File: src/rtl/natalius_seq_ctrl_pkg.sv
// Shared encodings for the Gen-2 Natalius sequencer: opcodes, ALU/shifter codes, FSM states.
package natalius_seq_ctrl_pkg;

  typedef enum logic [2:0] {ST_FETCH, ST_DECODE, ST_EXEC, ST_WAIT_IO, ST_IRQ} state_t;

  localparam logic [4:0] OP_EI = 5'd0, OP_RETI = 5'd1, OP_LDI = 5'd2, OP_LDM = 5'd3,
    OP_STM = 5'd4, OP_CMP = 5'd5, OP_ADD = 5'd6, OP_SUB = 5'd7, OP_AND = 5'd8,
    OP_OOR = 5'd9, OP_XOR = 5'd10, OP_JMP = 5'd11, OP_JPZ = 5'd12, OP_JNZ = 5'd13,
    OP_JPC = 5'd14, OP_JNC = 5'd15, OP_CSR = 5'd16, OP_RET = 5'd17, OP_ADI = 5'd18,
    OP_CSZ = 5'd19, OP_CNZ = 5'd20, OP_CSC = 5'd21, OP_CNC = 5'd22, OP_SL0 = 5'd23,
    OP_SL1 = 5'd24, OP_SR0 = 5'd25, OP_SR1 = 5'd26, OP_RRL = 5'd27, OP_RRR = 5'd28,
    OP_NOT = 5'd29, OP_NOP = 5'd30, OP_LDR = 5'd31;

  localparam logic [2:0] ALU_NOT = 3'd0, ALU_AND = 3'd1, ALU_XOR = 3'd2, ALU_OR = 3'd3,
    ALU_PASS = 3'd4, ALU_ADD = 3'd5, ALU_SUB = 3'd6;

  localparam logic [2:0] SH_SL0 = 3'd0, SH_RRL = 3'd1, SH_SR0 = 3'd2, SH_RRR = 3'd3,
    SH_PASS = 3'd4, SH_SL1 = 3'd5, SH_SR1 = 3'd6;

  function automatic logic [2:0] alu_code(input logic [4:0] op);
    case (op)
      OP_ADD:  return ALU_ADD;
      OP_SUB:  return ALU_SUB;
      OP_AND:  return ALU_AND;
      OP_OOR:  return ALU_OR;
      OP_XOR:  return ALU_XOR;
      default: return ALU_PASS;
    endcase
  endfunction

  function automatic logic [2:0] shift_code(input logic [4:0] op);
    case (op)
      OP_SL0:  return SH_SL0;
      OP_SL1:  return SH_SL1;
      OP_SR0:  return SH_SR0;
      OP_SR1:  return SH_SR1;
      OP_RRL:  return SH_RRL;
      OP_RRR:  return SH_RRR;
      default: return SH_PASS;
    endcase
  endfunction

endpackage

File: src/rtl/natalius_seq_ctrl_if.sv
// Sequencer <-> datapath bundle; master is the sequencer, slave is the datapath side.
interface natalius_seq_ctrl_if #(parameter int ADDR_W = 11);
  logic [15:0]       instruction;
  logic              zero, carry;
  logic [ADDR_W-1:0] stack_addr;
  logic              stack_full, stack_empty, io_ready, irq;
  logic [7:0]        port_addr;
  logic              write_e, read_e, insel, we;
  logic [2:0]        raa, rab, wa, opalu, sh;
  logic              selpc, ldpc, ldflag;
  logic [ADDR_W-1:0] naddress;
  logic              selk, selimm;
  logic [7:0]        kte;
  logic              wr_en, rd_en;
  logic [ADDR_W-1:0] rom_addr;
  logic              selrom, flag_save, flag_restore, irq_ack, io_err, stack_err;

  modport master (
    input  instruction, zero, carry, stack_addr, stack_full, stack_empty, io_ready, irq,
    output port_addr, write_e, read_e, insel, we, raa, rab, wa, opalu, sh, selpc, ldpc,
           ldflag, naddress, selk, selimm, kte, wr_en, rd_en, rom_addr, selrom,
           flag_save, flag_restore, irq_ack, io_err, stack_err
  );

  modport slave (
    output instruction, zero, carry, stack_addr, stack_full, stack_empty, io_ready, irq,
    input  port_addr, write_e, read_e, insel, we, raa, rab, wa, opalu, sh, selpc, ldpc,
           ldflag, naddress, selk, selimm, kte, wr_en, rd_en, rom_addr, selrom,
           flag_save, flag_restore, irq_ack, io_err, stack_err
  );
endinterface

File: src/rtl/natalius_seq_ctrl_io_timer.sv
// I/O wait-state counter; flags the wait cycle on which the limit is reached (limit 0 = never).
module natalius_seq_ctrl_io_timer #(
  parameter int IO_TIMEOUT = 16
) (
  input  logic clk,
  input  logic rst,
  input  logic active,
  input  logic ready,
  output logic timeout
);
  localparam int CNT_W = 16;
  localparam logic [CNT_W-1:0] LAST = CNT_W'((IO_TIMEOUT > 0) ? IO_TIMEOUT - 1 : 0);

  logic [CNT_W-1:0] count;

  always_ff @(posedge clk) begin
    if (rst || !active || ready) count <= '0;
    else                         count <= count + CNT_W'(1);
  end

  assign timeout = (IO_TIMEOUT != 0) && active && !ready && (count == LAST);
endmodule

File: src/rtl/natalius_seq_ctrl.sv
// Gen-2 Natalius sequencer: fetch/decode/execute FSM with interrupts, I/O wait-states,
// ROM-data reads and stack fault protection.
module natalius_seq_ctrl
  import natalius_seq_ctrl_pkg::*;
#(
  parameter int                ADDR_W     = 11,
  parameter logic [ADDR_W-1:0] IRQ_VEC    = 'h004,
  parameter int                IO_TIMEOUT = 16,
  parameter logic [ADDR_W-9:0] LDR_PAGE   = 'h7
) (
  input logic clk,
  input logic rst,
  natalius_seq_ctrl_if.master bus
);
  state_t            state;
  logic              ie, ie_next, pop_ok, timeout, io_op, leave, take_irq, jmp_cond, call_cond;
  logic [4:0]        op;
  logic [2:0]        ra, rb;
  logic [7:0]        lit;
  logic [ADDR_W-1:0] target;

  assign op     = bus.instruction[15:11];
  assign ra     = bus.instruction[10:8];
  assign rb     = bus.instruction[7:5];
  assign lit    = bus.instruction[7:0];
  assign target = ADDR_W'(bus.instruction[10:0]);
  assign io_op  = (op == OP_LDM) || (op == OP_STM);

  natalius_seq_ctrl_io_timer #(.IO_TIMEOUT(IO_TIMEOUT)) u_timer (
    .clk(clk), .rst(rst), .active(state == ST_WAIT_IO), .ready(bus.io_ready), .timeout(timeout)
  );

  always_comb begin
    jmp_cond  = 1'b0;
    call_cond = 1'b0;
    case (op)
      OP_JMP, OP_CSR: begin jmp_cond = 1'b1;         call_cond = 1'b1;         end
      OP_JPZ, OP_CSZ: begin jmp_cond = bus.zero;     call_cond = bus.zero;     end
      OP_JNZ, OP_CNZ: begin jmp_cond = !bus.zero;    call_cond = !bus.zero;    end
      OP_JPC, OP_CSC: begin jmp_cond = bus.carry;    call_cond = bus.carry;    end
      OP_JNC, OP_CNC: begin jmp_cond = !bus.carry;   call_cond = !bus.carry;   end
      default: ;
    endcase
  end

  // An ie write in this EXEC must be visible to the interrupt check in the same cycle
  always_comb begin
    ie_next = ie;
    if (state == ST_EXEC) begin
      if (op == OP_EI)                 ie_next = bus.instruction[0];
      else if (op == OP_RETI && pop_ok) ie_next = 1'b1;
    end
  end

  assign leave    = ((state == ST_EXEC) && !(io_op && !bus.io_ready)) ||
                    ((state == ST_WAIT_IO) && (bus.io_ready || timeout));
  assign take_irq = leave && bus.irq && ie_next && !bus.stack_full;

  always_ff @(posedge clk) begin
    if (rst) begin
      state  <= ST_FETCH;
      ie     <= 1'b0;
      pop_ok <= 1'b0;
    end else begin
      ie <= (state == ST_IRQ) ? 1'b0 : ie_next;
      case (state)
        ST_FETCH:  state <= ST_DECODE;
        ST_DECODE: begin
          state  <= ST_EXEC;
          pop_ok <= !bus.stack_empty;
        end
        ST_EXEC, ST_WAIT_IO: begin
          if (!leave)        state <= ST_WAIT_IO;
          else if (take_irq) state <= ST_IRQ;
          else               state <= ST_FETCH;
        end
        default:   state <= ST_FETCH;
      endcase
    end
  end

  always_comb begin
    bus.port_addr = '0;  bus.write_e = 1'b0; bus.read_e = 1'b0; bus.insel = 1'b0;
    bus.we = 1'b0;       bus.raa = '0;       bus.rab = '0;      bus.wa = '0;
    bus.opalu = ALU_PASS; bus.sh = SH_PASS;  bus.selpc = 1'b0;  bus.ldpc = 1'b1;
    bus.ldflag = 1'b0;   bus.naddress = '0;  bus.selk = 1'b0;   bus.selimm = 1'b0;
    bus.kte = '0;        bus.wr_en = 1'b0;   bus.rd_en = 1'b0;  bus.rom_addr = '0;
    bus.selrom = 1'b0;   bus.flag_save = 1'b0; bus.flag_restore = 1'b0;
    bus.irq_ack = 1'b0;  bus.io_err = 1'b0;  bus.stack_err = 1'b0;
    if (!rst) begin
      case (state)
        ST_FETCH: bus.ldpc = 1'b0;
        ST_DECODE: begin
          bus.ldpc = 1'b0;
          if (op == OP_LDR) bus.rom_addr = {LDR_PAGE, lit};
          if (op == OP_RET || op == OP_RETI) bus.rd_en = !bus.stack_empty;
        end
        ST_EXEC: begin
          case (op)
            OP_RET, OP_RETI: begin
              if (pop_ok) begin
                bus.naddress     = bus.stack_addr;
                bus.selpc        = 1'b1;
                bus.flag_restore = (op == OP_RETI);
              end else bus.stack_err = 1'b1;
            end
            OP_LDI: begin bus.selk = 1'b1; bus.kte = lit; bus.wa = ra; bus.we = 1'b1; end
            OP_CMP: begin
              bus.raa = ra; bus.rab = rb; bus.opalu = ALU_SUB; bus.ldflag = 1'b1;
            end
            OP_ADD, OP_SUB, OP_AND, OP_OOR, OP_XOR: begin
              bus.raa = ra; bus.rab = rb; bus.opalu = alu_code(op);
              bus.insel = 1'b1; bus.we = 1'b1; bus.wa = ra; bus.ldflag = 1'b1;
            end
            OP_ADI: begin
              bus.raa = ra; bus.selimm = 1'b1; bus.kte = lit; bus.opalu = ALU_ADD;
              bus.insel = 1'b1; bus.we = 1'b1; bus.wa = ra; bus.ldflag = 1'b1;
            end
            OP_NOT: begin
              bus.raa = ra; bus.opalu = ALU_NOT;
              bus.insel = 1'b1; bus.we = 1'b1; bus.wa = ra; bus.ldflag = 1'b1;
            end
            OP_SL0, OP_SL1, OP_SR0, OP_SR1, OP_RRL, OP_RRR: begin
              bus.raa = ra; bus.sh = shift_code(op); bus.insel = 1'b1; bus.we = 1'b1; bus.wa = ra;
            end
            OP_JMP, OP_JPZ, OP_JNZ, OP_JPC, OP_JNC: begin
              if (jmp_cond) begin bus.naddress = target; bus.selpc = 1'b1; end
            end
            OP_CSR, OP_CSZ, OP_CNZ, OP_CSC, OP_CNC: begin
              if (call_cond && bus.stack_full) bus.stack_err = 1'b1;
              else if (call_cond) begin
                bus.naddress = target; bus.selpc = 1'b1; bus.wr_en = 1'b1;
              end
            end
            OP_LDR: begin bus.selrom = 1'b1; bus.we = 1'b1; bus.wa = ra; end
            default: ;
          endcase
        end
        ST_IRQ: begin
          bus.wr_en = 1'b1; bus.irq_ack = 1'b1; bus.flag_save = 1'b1;
          bus.selpc = 1'b1; bus.naddress = IRQ_VEC;
        end
        default: ;
      endcase
      // I/O accesses hold address and strobe until ready or timeout
      if (io_op && (state == ST_DECODE || state == ST_EXEC || state == ST_WAIT_IO)) begin
        bus.port_addr = lit;
        bus.raa       = ra;
        bus.wa        = ra;
        if (state != ST_DECODE) begin
          bus.read_e  = (op == OP_LDM);
          bus.write_e = (op == OP_STM);
          bus.we      = (op == OP_LDM) && bus.io_ready;
          bus.ldpc    = bus.io_ready || timeout;
          bus.io_err  = timeout;
        end
      end
    end
  end
endmodule

File: src/flat_wrapper.sv
// flat-port wrapper written by rule: the top's interface ports become plain ports
module natalius_seq_ctrl_flat import natalius_seq_ctrl_pkg::*;
#(
  parameter int                ADDR_W     = 11,
  parameter logic [ADDR_W-1:0] IRQ_VEC    = 'h004,
  parameter int                IO_TIMEOUT = 16,
  parameter logic [ADDR_W-9:0] LDR_PAGE   = 'h7
)
  (clk, rst, bus_instruction, bus_zero, bus_carry, bus_stack_addr, bus_stack_full, bus_stack_empty, bus_io_ready, bus_irq, bus_port_addr, bus_write_e, bus_read_e, bus_insel, bus_we, bus_raa, bus_rab, bus_wa, bus_opalu, bus_sh, bus_selpc, bus_ldpc, bus_ldflag, bus_naddress, bus_selk, bus_selimm, bus_kte, bus_wr_en, bus_rd_en, bus_rom_addr, bus_selrom, bus_flag_save, bus_flag_restore, bus_irq_ack, bus_io_err, bus_stack_err);
  natalius_seq_ctrl_if #(.ADDR_W(ADDR_W)) bus_i ();
  input logic clk;
  input logic rst;
  input wire logic [$bits(bus_i.instruction)-1:0] bus_instruction;
  input wire logic [$bits(bus_i.zero)-1:0] bus_zero;
  input wire logic [$bits(bus_i.carry)-1:0] bus_carry;
  input wire logic [$bits(bus_i.stack_addr)-1:0] bus_stack_addr;
  input wire logic [$bits(bus_i.stack_full)-1:0] bus_stack_full;
  input wire logic [$bits(bus_i.stack_empty)-1:0] bus_stack_empty;
  input wire logic [$bits(bus_i.io_ready)-1:0] bus_io_ready;
  input wire logic [$bits(bus_i.irq)-1:0] bus_irq;
  output wire logic [$bits(bus_i.port_addr)-1:0] bus_port_addr;
  output wire logic [$bits(bus_i.write_e)-1:0] bus_write_e;
  output wire logic [$bits(bus_i.read_e)-1:0] bus_read_e;
  output wire logic [$bits(bus_i.insel)-1:0] bus_insel;
  output wire logic [$bits(bus_i.we)-1:0] bus_we;
  output wire logic [$bits(bus_i.raa)-1:0] bus_raa;
  output wire logic [$bits(bus_i.rab)-1:0] bus_rab;
  output wire logic [$bits(bus_i.wa)-1:0] bus_wa;
  output wire logic [$bits(bus_i.opalu)-1:0] bus_opalu;
  output wire logic [$bits(bus_i.sh)-1:0] bus_sh;
  output wire logic [$bits(bus_i.selpc)-1:0] bus_selpc;
  output wire logic [$bits(bus_i.ldpc)-1:0] bus_ldpc;
  output wire logic [$bits(bus_i.ldflag)-1:0] bus_ldflag;
  output wire logic [$bits(bus_i.naddress)-1:0] bus_naddress;
  output wire logic [$bits(bus_i.selk)-1:0] bus_selk;
  output wire logic [$bits(bus_i.selimm)-1:0] bus_selimm;
  output wire logic [$bits(bus_i.kte)-1:0] bus_kte;
  output wire logic [$bits(bus_i.wr_en)-1:0] bus_wr_en;
  output wire logic [$bits(bus_i.rd_en)-1:0] bus_rd_en;
  output wire logic [$bits(bus_i.rom_addr)-1:0] bus_rom_addr;
  output wire logic [$bits(bus_i.selrom)-1:0] bus_selrom;
  output wire logic [$bits(bus_i.flag_save)-1:0] bus_flag_save;
  output wire logic [$bits(bus_i.flag_restore)-1:0] bus_flag_restore;
  output wire logic [$bits(bus_i.irq_ack)-1:0] bus_irq_ack;
  output wire logic [$bits(bus_i.io_err)-1:0] bus_io_err;
  output wire logic [$bits(bus_i.stack_err)-1:0] bus_stack_err;
  assign bus_i.instruction = bus_instruction;
  assign bus_i.zero = bus_zero;
  assign bus_i.carry = bus_carry;
  assign bus_i.stack_addr = bus_stack_addr;
  assign bus_i.stack_full = bus_stack_full;
  assign bus_i.stack_empty = bus_stack_empty;
  assign bus_i.io_ready = bus_io_ready;
  assign bus_i.irq = bus_irq;
  assign bus_port_addr = bus_i.port_addr;
  assign bus_write_e = bus_i.write_e;
  assign bus_read_e = bus_i.read_e;
  assign bus_insel = bus_i.insel;
  assign bus_we = bus_i.we;
  assign bus_raa = bus_i.raa;
  assign bus_rab = bus_i.rab;
  assign bus_wa = bus_i.wa;
  assign bus_opalu = bus_i.opalu;
  assign bus_sh = bus_i.sh;
  assign bus_selpc = bus_i.selpc;
  assign bus_ldpc = bus_i.ldpc;
  assign bus_ldflag = bus_i.ldflag;
  assign bus_naddress = bus_i.naddress;
  assign bus_selk = bus_i.selk;
  assign bus_selimm = bus_i.selimm;
  assign bus_kte = bus_i.kte;
  assign bus_wr_en = bus_i.wr_en;
  assign bus_rd_en = bus_i.rd_en;
  assign bus_rom_addr = bus_i.rom_addr;
  assign bus_selrom = bus_i.selrom;
  assign bus_flag_save = bus_i.flag_save;
  assign bus_flag_restore = bus_i.flag_restore;
  assign bus_irq_ack = bus_i.irq_ack;
  assign bus_io_err = bus_i.io_err;
  assign bus_stack_err = bus_i.stack_err;
  natalius_seq_ctrl #(.ADDR_W(ADDR_W), .IRQ_VEC(IRQ_VEC), .IO_TIMEOUT(IO_TIMEOUT), .LDR_PAGE(LDR_PAGE)) u_core (.clk(clk), .rst(rst), .bus(bus_i));
endmodule
File: config.mk
export PLATFORM = sky130hd
export DESIGN_NAME = natalius_seq_ctrl_flat
export DESIGN_NICKNAME = d
export VERILOG_FILES = /design/src/rtl/natalius_seq_ctrl_pkg.sv /design/src/rtl/natalius_seq_ctrl_if.sv /design/src/rtl/natalius_seq_ctrl_io_timer.sv /design/src/rtl/natalius_seq_ctrl.sv /design/src/flat_wrapper.sv
export SDC_FILE = /design/constraint.sdc
export NUM_CORES = 1
export LEC_CHECK = 0
export ABC_AREA = 0
export BUFFER_PORTS_ARGS = -buffer_cell sky130_fd_sc_hd__buf_2
export CORE_ASPECT_RATIO = 0.6
export CORE_MARGIN = 2
export CORE_UTILIZATION = 42
export DETAILED_ROUTE_END_ITERATION = 7
export GPL_ROUTABILITY_DRIVEN = 0
export GPL_TIMING_DRIVEN = 1
export PLACE_DENSITY_LB_ADDON = 0.05
export SYNTH_ARGS = -nofsm -noshare
export SYNTH_HDL_FRONTEND = slang
export SYNTH_SLANG_ARGS = --single-unit
File: constraint.sdc
create_clock -name clk -period 3.58 [get_ports clk]
set_input_delay 1.074 -clock clk [delete_from_list [all_inputs] [get_ports clk]]
set_output_delay 1.074 -clock clk [all_outputs]
set_load 0.005 [all_outputs]
Yosys cells after proc, flatten, opt, wreduce, memory -nomap -nowiden
Index checks and enable logic that the tools add are counted.
Storage, ports and cells
  input bits: 35
  register bits: 21
Operators by class
  add/subtract/negate cells: 1
  mux-type cells: 96
  reduce and logical (&&, ||, !) cells: 48
  equal/unequal tests: 36
Operators with widths (count)
  2-to-1 mux 11 bit: 7
  equality test 5 bit (second input constant): 15
  2-to-1 mux 1 bit: 55
  2-to-1 mux 3 bit: 18
  equality test 5 x 4 -> 1 bit (second input constant): 8
  2-to-1 mux 8 bit: 5
  case mux 11 bit (3 select lines): 1
  case mux 11 bit (2 select lines): 1
  equality test 5 x 3 -> 1 bit (second input constant): 4
  OR reduction 2 bit: 10
  case mux 3 bit (6 select lines): 1
  adder 16 x 1 -> 16 bit (second input constant): 1
  equality test 16 x 4 -> 1 bit (second input constant): 1
  case mux 3 bit (5 select lines): 1
  OR reduction 15 bit: 1
  OR reduction 5 bit: 3
  OR reduction 14 bit: 1
  OR reduction 13 bit: 1
  logical AND 1 bit: 12
  case mux 3 bit (4 select lines): 1
  OR reduction 6 bit: 2
  equality test 5 x 2 -> 1 bit (second input constant): 2
  case mux 3 bit (3 select lines): 1
  logical OR 1 bit: 8
  other kinds (12): 21

Longest topological paths before layout
  depth after elaboration: 12
  mapped depth: 8
  gate-level depth less buffers: 6

By module
Synthesis repeated with hierarchy kept, for this count alone.
Second synthesis, totals
  cells, all modules: 312
  area total of the unflattened synthesis: 2189.6 sq um
Modules (own cells, without submodules)
  natalius_seq_ctrl: times used 1, cells an instance 221, area each 1390.1 sq um
  natalius_seq_ctrl_io_timer: times used 1, cells an instance 91, area each 799.5 sq um

Least setup slack after synthesis
OpenSTA, ideal clock, no wires.
  path kind: input to output
  start point: in bus_instruction[11]
  end point: out bus_rom_addr[0]
  stages on the path: 6
  setup slack: -0.085 ns
  arrival: 2.591 ns
  cell sequence: buf_2 -> clkbuf_1 -> buf_2 -> nand4_1 -> nor3_1 -> and2_1
On the way
  longest elaborated chain between the ends: 4
RTL lines
  start: declaration: RTL line flat_wrapper.sv:13  | input wire logic [$bits(bus_i.instruction)-1:0] bus_instruction;
  equality test 5 bit: RTL line natalius_seq_ctrl.sv:95  | if (op == OP_LDR) bus.rom_addr = {LDR_PAGE, lit};
  2-to-1 mux 11 bit: RTL line natalius_seq_ctrl.sv:95
  2-to-1 mux 11 bit: RTL line natalius_seq_ctrl.sv:91  | case (state)
  2-to-1 mux 11 bit: RTL line natalius_seq_ctrl.sv:90  | if (!rst) begin
  end: declaration: RTL line flat_wrapper.sv:40  | output wire logic [$bits(bus_i.rom_addr)-1:0] bus_rom_addr;
Every way passes these cells.

Worst setup path after layout
  start point: in bus_instruction[12]
  end point: out bus_wa[2]
On the way
  longest elaborated chain between the ends: 6
  elaborated cells on any way between the ends: 24
  those cells by class: 17 x eq/ne; 4 x mux; 3 x reduce/logical
RTL lines
  equality test 5 bit, or another cell as far along: RTL line natalius_seq_ctrl.sv:99  | case (op)
  OR reduction 15 bit (no line)
  2-to-1 mux 3 bit: RTL line natalius_seq_ctrl.sv:99
  2-to-1 mux 3 bit: RTL line natalius_seq_ctrl.sv:91
  2-to-1 mux 3 bit *: RTL line natalius_seq_ctrl.sv:146  | if (io_op && (state == ST_DECODE || state == ST_EXEC || state == ST_WAIT_IO)) begin
  2-to-1 mux 3 bit *: RTL line natalius_seq_ctrl.sv:90
  end: declaration: RTL line flat_wrapper.sv:28  | output wire logic [$bits(bus_i.wa)-1:0] bus_wa;
Mark *: on every way between the ends. The rest lies on a longest branch, timed or not.

==> flow_metrics.env <==
export IMPL_outcome="complete, but fails checks"
export IMPL_violations="setup timing"
export IMPL_fmax_ghz=0.267
export IMPL_relSlewSlack=0.612
export IMPL_grt_util_met1=0.383
export IMPL_synth_fa_ha_area_frac=0.00583
export IMPL_hp_class="reg -> reg"
export IMPL_dr_first_iter_drc_count=145
export IMPL_routedWlPerCell_um=14.6
export IMPL_rows=20
export IMPL_start_kind="primary input"
export IMPL_cp_required_ps=2510
export IMPL_yosys_warnings=0
export IMPL_antenna_found_initial=0
export IMPL_syn_avg_cell_area_sq_um=6.94
export IMPL_ir_drop_uv=156
export IMPL_drive_above_1_share=0.438
export IMPL_leakage_nw=1.49
export IMPL_syn2layout_area_growth_pct=52.7
export IMPL_crit_type="in -> out"
export IMPL_finish_utilization=0.658
export IMPL_initial_core_util=0.431
export IMPL_drcViolationCount=0
export IMPL_placed_cell_area_sq_mm=0.00293
export IMPL_layout_common_cells="buf_2, nor2_1, buf_4"
export IMPL_synth_compound_area_frac=0.202
export IMPL_track_usage=0.242
export IMPL_fin_skew_ps=5.58
export IMPL_die_area_sq_mm=0.00571
export IMPL_clock_sinks=21
export IMPL_final_max_slew_viol_count=0
export IMPL_routed_wl_um=7350
export IMPL_path_max_fanout=3
export IMPL_portBuffers=104
export IMPL_critPathArrivalTime_ps=2670
export IMPL_p_per_area_mw_per_mm2=179
export IMPL_ys_types=52
export IMPL_viasPerCell=5.36
export IMPL_yosys_register_bits=21
export IMPL_fin_area_sq_mm=0.00328
export IMPL_cts_inserted_buffers=3
export IMPL_synth_edf_count=0
export IMPL_coreArea_sq_mm=0.00498
export IMPL_n_antenna_cell=0
export IMPL_grt_start_max_net_pins=17
export IMPL_finalHoldViolCount=0
export IMPL_hpwlAfterDp_um=5770
export IMPL_cts_tree="done"
export IMPL_syn_nets=345
export IMPL_vias=2691
export IMPL_grt_met3_usage=0.0407
export IMPL_top_usage_layer="met1"
export IMPL_worstSkewPairLatency_ps=260
export IMPL_nFillCells=460
export IMPL_syn_instance_count=309
export IMPL_io_pins=105
export IMPL_max_cap_violations=0
export IMPL_period_needed_ps=3740
export IMPL_crit_slowest_cell="or3b_4"
export IMPL_crit_top_cell="buf_6"
export IMPL_clock_path_buffers=2
export IMPL_cp_slowest_stage_delay_ps=390
export IMPL_setup_worst_path_end_class="output pin"
export IMPL_whs_ps=469
export IMPL_yosysSeqAreaShare=0.196
export IMPL_yosys_area_share_simple=0.445
export IMPL_grt_pass1_wl_um=10800
export IMPL_worstPathCellList="buf_6, or3b_4, a211o_1, o32ai_2, nor2b_4, and2_4, buf_6"
export IMPL_die_y_um=59.4
export IMPL_grtUsageMet2=0.357
export IMPL_period_share=1.05
export IMPL_async_reset_ff_frac=0
export IMPL_layout_nets=473
export IMPL_fin_ws_ps=-165
export IMPL_grt_overflow=0
export IMPL_hold_buffers=0
export IMPL_synth_ff_type="dfxtp_1"
export IMPL_rsz0062_at_grt="yes"
export IMPL_clk_pin_slew_ps=80
export IMPL_clock_root_buffer="clkbuf_8"
export IMPL_muxShareOfSynthArea=0.00933
export IMPL_firstDrtPassIters=5
export IMPL_synthXorXnorAreaFrac=0.0613
export IMPL_ant_nets=0
export IMPL_setup_viol=26
export IMPL_synth_area_sq_mm=0.00214
export IMPL_die_w_um=96.3
export IMPL_synth_top_family_by_area="simple AND/OR/NAND/NOR gates"
export IMPL_pre_cts_ws_ps=-210
export IMPL_grt_pass1_vias=2202
export IMPL_h_tree_depth=1
export IMPL_tightest_slew_ps=581
export IMPL_layout_commonest_cell="buf_2"
-- worst paths after layout --
kind / end / slack [ps] / depth (start not counted) / startpoint
worst max register to register: u_core.u_timer.count[5] / 1720 / 4 / u_core.state[0]
worst min register to register: u_core.u_timer.count[0] / 470 / 1 / u_core.u_timer.count[0]
worst min-delay path: u_core.u_timer.count[0] / 470 / 1 / u_core.u_timer.count[0]
worst max-delay path: bus_wa[2] / -160 / 7 / bus_instruction[12]
-- through the flow --
| stage | cells | total power, mW | TNS [ps] |
|---|---|---|---|
| 6_report | 502 | 0.586 | -2250 |
| 5_1_grt | 502 | 0.617 | -4630 |
| 4_1_cts | 498 | 0.575 | -2030 |
| 3_5_place_dp | 492 | 0.409 | -4830 |
| 3_3_place_gp | 492 | 0.409 | -3890 |
| 2_1_floorplan | 309 | 0.336 | 0 |
-- synthesized netlist by cell type, drive strengths merged (6+ instances only) --
| master | number | area share |
|---|---|---|
| a21oi | 19 | 0.044 |
| xnor2 | 12 | 0.049 |
| a22o | 11 | 0.045 |
| nand2b | 9 | 0.026 |
| dfxtp | 21 | 0.20 |
| buf | 12 | 0.040 |
| nand4 | 6 | 0.018 |
| and3 | 8 | 0.023 |
| nor3b | 6 | 0.023 |
| clkbuf | 13 | 0.023 |
| o21ai | 11 | 0.026 |
| nor2 | 42 | 0.074 |
| nand2 | 17 | 0.030 |
| inv | 10 | 0.018 |
| or3 | 7 | 0.020 |
| and2 | 33 | 0.096 |
| nor3 | 14 | 0.035 |
| nand3 | 6 | 0.014 |
-- layer usage --
metal | vias up | part of all wire
met5 | - | 0
met4 | 0 | 0.00068
met3 | 2 | 0.089
met2 | 99 | 0.43
met1 | 1246 | 0.48
li1 | 1344 | -
-- state kept, by name (all words and copies together), names as in the netlist --
| register | cells |
|---|---|
| u_core.u_timer.count | 16 |
| u_core.state | 3 |
| u_core.ie | 1 |
| u_core.pop_ok | 1 |
-- where the power goes --
| part | switching [mW] | internal [mW] |
|---|---|---|
| clock | 0.0740 | 0.0791 |
| sequential | 0.00816 | 0.237 |
| combinational | 0.0975 | 0.0901 |
-- cell families after synthesis --
kind of cell	after synthesis
flops	21
compound gates	64
mux	2
simple gates	171
buf+inv	35
xor+xnor	15
fa+ha+maj	1
-- final cells by class --
class | count | area, sq um | share of cell area
Tap cell | 66 | 82.6 | 0.0252
Sequential cell | 21 | 420 | 0.128
Multi-Input combinational cell | 253 | 1690 | 0.517
Clock buffer | 4 | 45.0 | 0.0138
Inverter | 10 | 37.5 | 0.0115
Timing Repair Buffer | 148 | 997 | 0.304
-- critical path, delay by kind of cell --
family	cells	cell delay, ps
compound gates	2	650
buf+inv	2	170
simple gates	3	770
-- what timing repair did --
| item | 4_1_cts | 5_1_grt |
|---|---|---|
| resized for setup | 23 | 38 |
| setup endpoints to repair | 38 | 40 |
| setup buffers | 2 | 4 |
| pin swaps | 16 | 10 |
Power figures use the tool's default switching activity.
